<file path="src/rtl/bp_pkg.sv">
// bp_pkg: shared FSM states, counter constants and parameter legality check for gshare_bp.
package bp_pkg;
  typedef enum logic {INIT, RUN} bp_state_e;
  localparam logic [1:0] WEAK_NT = 2'b01;
  localparam logic [1:0] TAKEN_THRESH = 2'd2;
  function automatic bit params_ok(int dbits, int ghr_bits, int pht_bits, int btb_bits, int tag_bits);
    return ghr_bits >= 2 && ghr_bits <= pht_bits && pht_bits + 2 <= dbits && tag_bits + btb_bits + 2 <= dbits;
  endfunction
endpackage

</file>
<file path="src/rtl/bp_btb.sv">
// bp_btb: tagged direct-mapped branch target buffer, async valid clear.
//   clk, reset (async active-low) | i_rd_pc -> o_hit, o_target (combinational read)
//   i_wr_en, i_wr_pc, i_wr_target : allocate/overwrite slot of i_wr_pc at next posedge
module bp_btb #(
  parameter int DBITS    = 32,
  parameter int IDX_BITS = 4,
  parameter int TAG_BITS = 16
) (
  input  logic             clk,
  input  logic             reset,
  input  logic [DBITS-1:0] i_rd_pc,
  output logic             o_hit,
  output logic [DBITS-1:0] o_target,
  input  logic             i_wr_en,
  input  logic [DBITS-1:0] i_wr_pc,
  input  logic [DBITS-1:0] i_wr_target
);
  localparam int N = 2 ** IDX_BITS;
  logic [N-1:0]        r_valid;
  logic [TAG_BITS-1:0] r_tag [N];
  logic [DBITS-1:0]    r_target [N];
  logic [IDX_BITS-1:0] w_rd_slot, w_wr_slot;
  logic [TAG_BITS-1:0] w_rd_tag, w_wr_tag;
  logic                w_unused;
  assign w_rd_slot = i_rd_pc[IDX_BITS+1:2];
  assign w_wr_slot = i_wr_pc[IDX_BITS+1:2];
  assign w_rd_tag  = i_rd_pc[TAG_BITS+IDX_BITS+1:IDX_BITS+2];
  assign w_wr_tag  = i_wr_pc[TAG_BITS+IDX_BITS+1:IDX_BITS+2];
  assign o_hit     = r_valid[w_rd_slot] && r_tag[w_rd_slot] == w_rd_tag;
  assign o_target  = r_target[w_rd_slot];
  // PC bits outside slot/tag intentionally ignored
  assign w_unused  = ^{i_rd_pc, i_wr_pc};
  always_ff @(posedge clk or negedge reset)
    if (!reset) r_valid <= '0;
    else if (i_wr_en) r_valid[w_wr_slot] <= 1'b1;
  always_ff @(posedge clk)
    if (i_wr_en) begin
      r_tag[w_wr_slot]    <= w_wr_tag;
      r_target[w_wr_slot] <= i_wr_target;
    end
endmodule

</file>
<file path="src/rtl/gshare_bp.sv">
// gshare_bp: gshare direction predictor (GHR xor PC -> 2-bit PHT) with BTB targets.
//   clk, reset (async active-low)
//   lookup_valid, lookup_pc -> pred_taken, pred_target, pred_pht_idx, pred_ghr (combinational)
//   bp_ready : high once the PHT init walk completes
//   upd_* : resolution from execute (PHT train, BTB allocate on taken, GHR repair on mispredict)
module gshare_bp
  import bp_pkg::*;
#(
  parameter int DBITS        = 32,
  parameter int GHR_BITS     = 8,
  parameter int PHT_IDX_BITS = 8,
  parameter int BTB_IDX_BITS = 4,
  parameter int TAG_BITS     = 16
) (
  input  logic                    clk,
  input  logic                    reset,
  input  logic                    lookup_valid,
  input  logic [DBITS-1:0]        lookup_pc,
  output logic                    pred_taken,
  output logic [DBITS-1:0]        pred_target,
  output logic [PHT_IDX_BITS-1:0] pred_pht_idx,
  output logic [GHR_BITS-1:0]     pred_ghr,
  output logic                    bp_ready,
  input  logic                    upd_valid,
  input  logic                    upd_taken,
  input  logic                    upd_mispredict,
  input  logic [PHT_IDX_BITS-1:0] upd_pht_idx,
  input  logic [GHR_BITS-1:0]     upd_ghr,
  input  logic [DBITS-1:0]        upd_pc,
  input  logic [DBITS-1:0]        upd_target
);
  localparam int PHT_N = 2 ** PHT_IDX_BITS;
  if (!params_ok(DBITS, GHR_BITS, PHT_IDX_BITS, BTB_IDX_BITS, TAG_BITS)) begin : g_bad_params
    $error("gshare_bp: illegal parameter combination");
  end
  bp_state_e               r_state;
  logic                    r_ready;
  logic [PHT_IDX_BITS-1:0] r_init_idx;
  logic [GHR_BITS-1:0]     r_ghr;
  logic [1:0]              r_pht [PHT_N];
  logic [PHT_IDX_BITS-1:0] w_idx;
  logic [1:0]              w_ctr;
  logic                    w_hit, w_btb_we, w_unused;
  logic [DBITS-1:0]        w_btb_target;
  assign w_idx        = lookup_pc[PHT_IDX_BITS+1:2] ^ PHT_IDX_BITS'(r_ghr);
  assign pred_taken   = r_ready && w_hit && r_pht[w_idx] >= TAKEN_THRESH;
  assign pred_target  = pred_taken ? w_btb_target : lookup_pc + DBITS'(4);
  assign pred_pht_idx = w_idx;
  assign pred_ghr     = r_ghr;
  assign bp_ready     = r_ready;
  assign w_ctr        = r_pht[upd_pht_idx];
  assign w_btb_we     = r_state == RUN && upd_valid && upd_taken;
  // oldest history bit falls off on repair
  assign w_unused     = upd_ghr[GHR_BITS-1];
  bp_btb #(.DBITS(DBITS), .IDX_BITS(BTB_IDX_BITS), .TAG_BITS(TAG_BITS)) u_btb (
    .clk(clk), .reset(reset),
    .i_rd_pc(lookup_pc), .o_hit(w_hit), .o_target(w_btb_target),
    .i_wr_en(w_btb_we), .i_wr_pc(upd_pc), .i_wr_target(upd_target)
  );
  // Mispredict repair beats the speculative shift: decode is being flushed.
  always_ff @(posedge clk or negedge reset)
    if (!reset) begin
      r_state    <= INIT;
      r_ready    <= 1'b0;
      r_init_idx <= '0;
      r_ghr      <= '0;
    end else if (r_state == INIT) begin
      r_init_idx <= r_init_idx + 1'b1;
      if (&r_init_idx) begin
        r_state <= RUN;
        r_ready <= 1'b1;
      end
    end else if (upd_valid && upd_mispredict) r_ghr <= {upd_ghr[GHR_BITS-2:0], upd_taken};
    else if (lookup_valid) r_ghr <= {r_ghr[GHR_BITS-2:0], pred_taken};
  always_ff @(posedge clk)
    if (r_state == INIT) r_pht[r_init_idx] <= WEAK_NT;
    else if (upd_valid) r_pht[upd_pht_idx] <= upd_taken ? (&w_ctr ? w_ctr : w_ctr + 2'd1)
                                                        : (|w_ctr ? w_ctr - 2'd1 : w_ctr);
endmodule

</file>
<file path="config.mk">
export PLATFORM = sky130hd
export DESIGN_NAME = gshare_bp
export DESIGN_NICKNAME = d
export VERILOG_FILES = /design/src/rtl/bp_pkg.sv /design/src/rtl/bp_btb.sv /design/src/rtl/gshare_bp.sv
export SDC_FILE = /design/constraint.sdc
export NUM_CORES = 2
export LEC_CHECK = 0
export CORE_MARGIN = 5
export CORE_UTILIZATION = 65
export CTS_CLUSTER_SIZE = 25
export DETAILED_ROUTE_END_ITERATION = 8
export GPL_ROUTABILITY_DRIVEN = 1
export GPL_TIMING_DRIVEN = 1
export PLACE_DENSITY = 0.82
export RECOVER_POWER = 50
export SLEW_MARGIN = 20
export SYNTH_ARGS = -nofsm -noshare
export SYNTH_HDL_FRONTEND = slang
export SYNTH_HIERARCHICAL = 1
export SYNTH_SLANG_ARGS = --single-unit
</file>
<file path="constraint.sdc">
create_clock -name clk -period 25.8 [get_ports clk]
set_clock_uncertainty 0.2 [all_clocks]
set_input_delay 7.74 -clock clk [delete_from_list [all_inputs] [get_ports clk]]
set_output_delay 7.74 -clock clk [all_outputs]
set_load 0.02 [all_outputs]
</file>
==> impl_results.md <==
- Pwr Density: a little under 70 nW/um^2
- Max Fanout on Critical Path: 63
- # IOs: 168
- RSZ-0062 raised after global routing: no
- Sw Pwr: between 800 and 900 uW
- Die Area: 90,700 sq um
- WHS Endpoint: u_btb/r_valid[14]
- Multi-input gate area: 14,900 sq um
- Status: complete, but fails checks
- VDD IR-drop max: 0.0606 mV
- Syn Area/Cell: 19.4 sq um
- Delay-heaviest family, CP: buffers and inverters
- Postcts setup bufs: 0
- Dominant synthesized flop cell: edfxtp_1
- GPL Wtd Cong: between 0.9 and 1
- Root buffer cell: clkbuf_16
- Layout fillers: 4,614
- Reg-to-reg slack, setup: approximately 20 ns
- Post-route setup TNS: 0 ns
- Post-synth EDFFs: roughly 1,300
- DR vias: 31,000
- Total Routing Usage GR: 32.6%
- Leak: 19.0 nW
- R2R depth: 5
- Post-route setup slack: 4.21 ns
- Core area: between 80,000 and 90,000 sq um
- WS Path Type: input pin to output port
- Final wirelength: ~150 mm
- Initial Util: 65.8%
- First-pass DRT Iterations: 6
- Critical Path End Type: output port
- Die H: 301 um
- Slew HR: -152%
- TritonCTS clock tree: done
- Cts bufs inserted: 120
- Clk pin slew, worst setup/hold paths: 0.06 ns
- Final Hold Vio Count: 0
- Rows: roughly 110
- CP peak stage delay: 0.87 ns
- Hold-fix buffers, CTS: 0
- # setup viols final: 0
- Failing checks: capacitance limit, slew limit
- Area Overhead vs Synth: 11.6%
- Number of synthesized register bits: 1,314
- Layout Nets: about 3,100
- Reg-to-Reg Start: r_state
- Vias per Instance: 7.29
- Post-route DRC: 0
- Hold WC Path Type: flop to flop
- Sw Ratio: between 20% and 30%
- Global-route wire length before repair: 214 mm
- Crit path launch type: input pin
- Reg area: 39,300 sq um
- Clock tree buffer depth: 3
- Total chip power: 4.26 mW
- Reg power frac: 54.6%
- CP Buf/Inv Count: 5
- Synthesized net count: 2,964
- Sink Count: 1,314
- Port-buffer cells: 154
- Async SR Flop Fraction: 2.59%
- Critical path's slowest cell: buf_4
- Syn. warnings: 6
- Die width: 301 um
- # H-tree levels: 3
- Start point of the worst hold path: u_btb/r_valid[14]
- Achievable Freq: about 0.046 GHz
- Resized cells post-CTS: 0
- Post-layout min period: 21.59 ns
- Post-Place Worst Slack: between 4 and 5 ns
- Synthesized instance count: between 2,000 and 3,000
- Critical path, cell by cell: clkbuf_8, buf_4, buf_4, mux2_2, a2111oi_2, a21oi_1, a211oi_1, and4_1, nand3_1, nor4_1, a221oi_4, buf_4, mux2_4, clkdlybuf4s50_1
- Max-Cap Viols: 20
- Arrival @ worst endpoint: approximately 14 ns
- Crit path top cell by count: buf_4
- Post-DRT Antenna Nets: 0
- FF-to-FF End: u_btb/r_tag[6][13]
- Clock network power share: 40.5%
- DP HPWL: 83.6 mm
- Max Slew Vio Count: 427
- Cell internal pwr: 3.36 mW
- Power share of the combinational group: 5.0%
- Critical Path RT: between 15 and 20 ns
- Post-synthesis sequential area ratio: 71.3%
- Clock latency on the worst-skew pair: about 0.70 ns
- DRT iter0 DRCs: 5,092
- WL/cell: 34.4 um
- Tcrit/Tclk final: between 80% and 90%
- Share of cells above drive strength 1: a little under a quarter
- Largest net degree at the start of global routing: 113
- Synth unique cells: 68
- Tightest Pin Transition: 3.77 ns
- Initial antenna violation count: 21
- Netlist Area Pre-Place: roughly 55,000 sq um
- Hold path cells: 1
- Vias in the first global route: between 30,000 and 40,000
- GRT overflow: 0
[flip-flops by register name (all words and copies together), names as in the netlist]
register and count:
u_btb/r_valid 16, r_pht 512, r_state 1, bp_ready 1, u_btb/r_tag 256, u_btb/r_target 512, r_init_idx 8, pred_ghr 8
[per-stage QoR]
step / hold WS, ns / instance area, sq um / instances / util [%]
6_report: 0.272 / 61500 / 4261 / 73.4
5_1_grt: 0.283 / 61500 / 4257 / 73.4
4_1_cts: 0.268 / 61600 / 4248 / 73.5
3_5_place_dp: 0.250 / 57800 / 4023 / 68.9
3_3_place_gp: 0.246 / 57800 / 4023 / 68.9
2_1_floorplan: 0.234 / 55100 / 2844 / -
[cells in the mapped netlist, drive strengths merged (3+ instances only)]
cell	count	area share (%)
a31oi	3	0.034
nand3	36	0.33
and2	5	0.057
a22oi	77	1.0
nand4	17	0.19
buf	96	1.2
nand2	84	0.57
nor3	12	0.12
nor2b	9	0.10
inv	16	0.11
xor2	14	0.26
and3	9	0.10
a211oi	8	0.11
a21oi	59	0.55
edfxtp	1280	70
o21ai	21	0.19
a2111oi	3	0.059
xnor2	45	0.76
nor2	321	2.2
nor4	22	0.25
mux2i	49	0.89
or2	17	0.19
o221ai	3	0.048
mux4	412	17
nand3b	11	0.15
o31ai	4	0.054
and4	3	0.048
clkbuf	77	0.53
or3	4	0.045
nand2b	14	0.16
dfrtp	34	1.5
or4	3	0.041
o22ai	14	0.16
mux2	39	0.99
[worst max path at each step]
| stage | depth (start not counted) | startpoint | slack, ns | end |
|---|---|---|---|---|
| final | 14 | lookup_pc[3] | 4.21 | pred_target[13] |
| after global routing | 14 | lookup_pc[3] | 4.04 | pred_target[13] |
| after CTS | 14 | lookup_pc[3] | 4.26 | pred_target[13] |
| after detailed placement | 14 | lookup_pc[3] | 4.41 | pred_target[13] |
| after global placement | 14 | lookup_pc[3] | 4.47 | pred_target[13] |
| after floorplan | 11 | upd_pht_idx[0] | 3.21 | r_pht[0][0] |
[kinds of logic (layout without fill, tap and decap cells)]
logic type,after synthesis,after routing,share of synthesized area (%)
buf+inv,189,462,1.79
fa+ha+maj,2,2,0.0454
other cells,0,10,0
xor+xnor,59,59,1.01
compound gates,212,212,2.59
mux,500,500,18.7
flops,1314,1314,71.3
simple gates,568,568,4.56
[power groups by stage]
stage               sequential [mW]  combinational [mW]  clock [mW]
CTS                            2.33               0.210        1.73
floorplan                      2.37               0.124           0
global placement               2.37               0.200           0
finish                         2.33               0.211        1.73
global route                   2.32               0.221        1.84
detailed placement             2.37               0.205           0
[layer usage]
| layer | up-vias | track usage, % | part of all wire [%] |
|---|---|---|---|
| met4 | 10 | 11.3 | 3.8 |
| met5 | - | 0 | 0.043 |
| met3 | 446 | 11.3 | 15 |
| met1 | 15800 | 45.3 | 34 |
| met2 | 2765 | 49.5 | 47 |
| li1 | 12000 | - | - |
[layout by cell type, fill, tap and decap left out, types with 36 or more instances in the layout]
cell and count:
edfxtp_1 1280, mux4_2 412, nor2_1 320, clkbuf_16 120, clkdlybuf4s50_1 89, nand2_1 79
a22oi_1 77, dlygate4sd3_1 58, a21oi_1 57, buf_4 53, mux2i_1 49, clkbuf_1 48
xnor2_1 41, nand3_1 36
[worst register-to-register path, cell delays in order, from the launching register on]
cell and delay (ns):
dfrtp_1 0.32, clkbuf_1 0.92, and3_1 0.52, nand3b_1 0.24
nor2_1 0.79, clkbuf_1 2.73
[final cells by class]
cell class                 instances  area share (%)
sequential                      1314            63.9
clock buffer                     156            5.17
tap                             1134            2.31
clock inverter                    69            1.00
timing repair buffer             221            3.29
inverter                          16           0.102
multi-input combinational       1341            24.2
antenna                           10          0.0407
(Power assumes the default switching activity.)
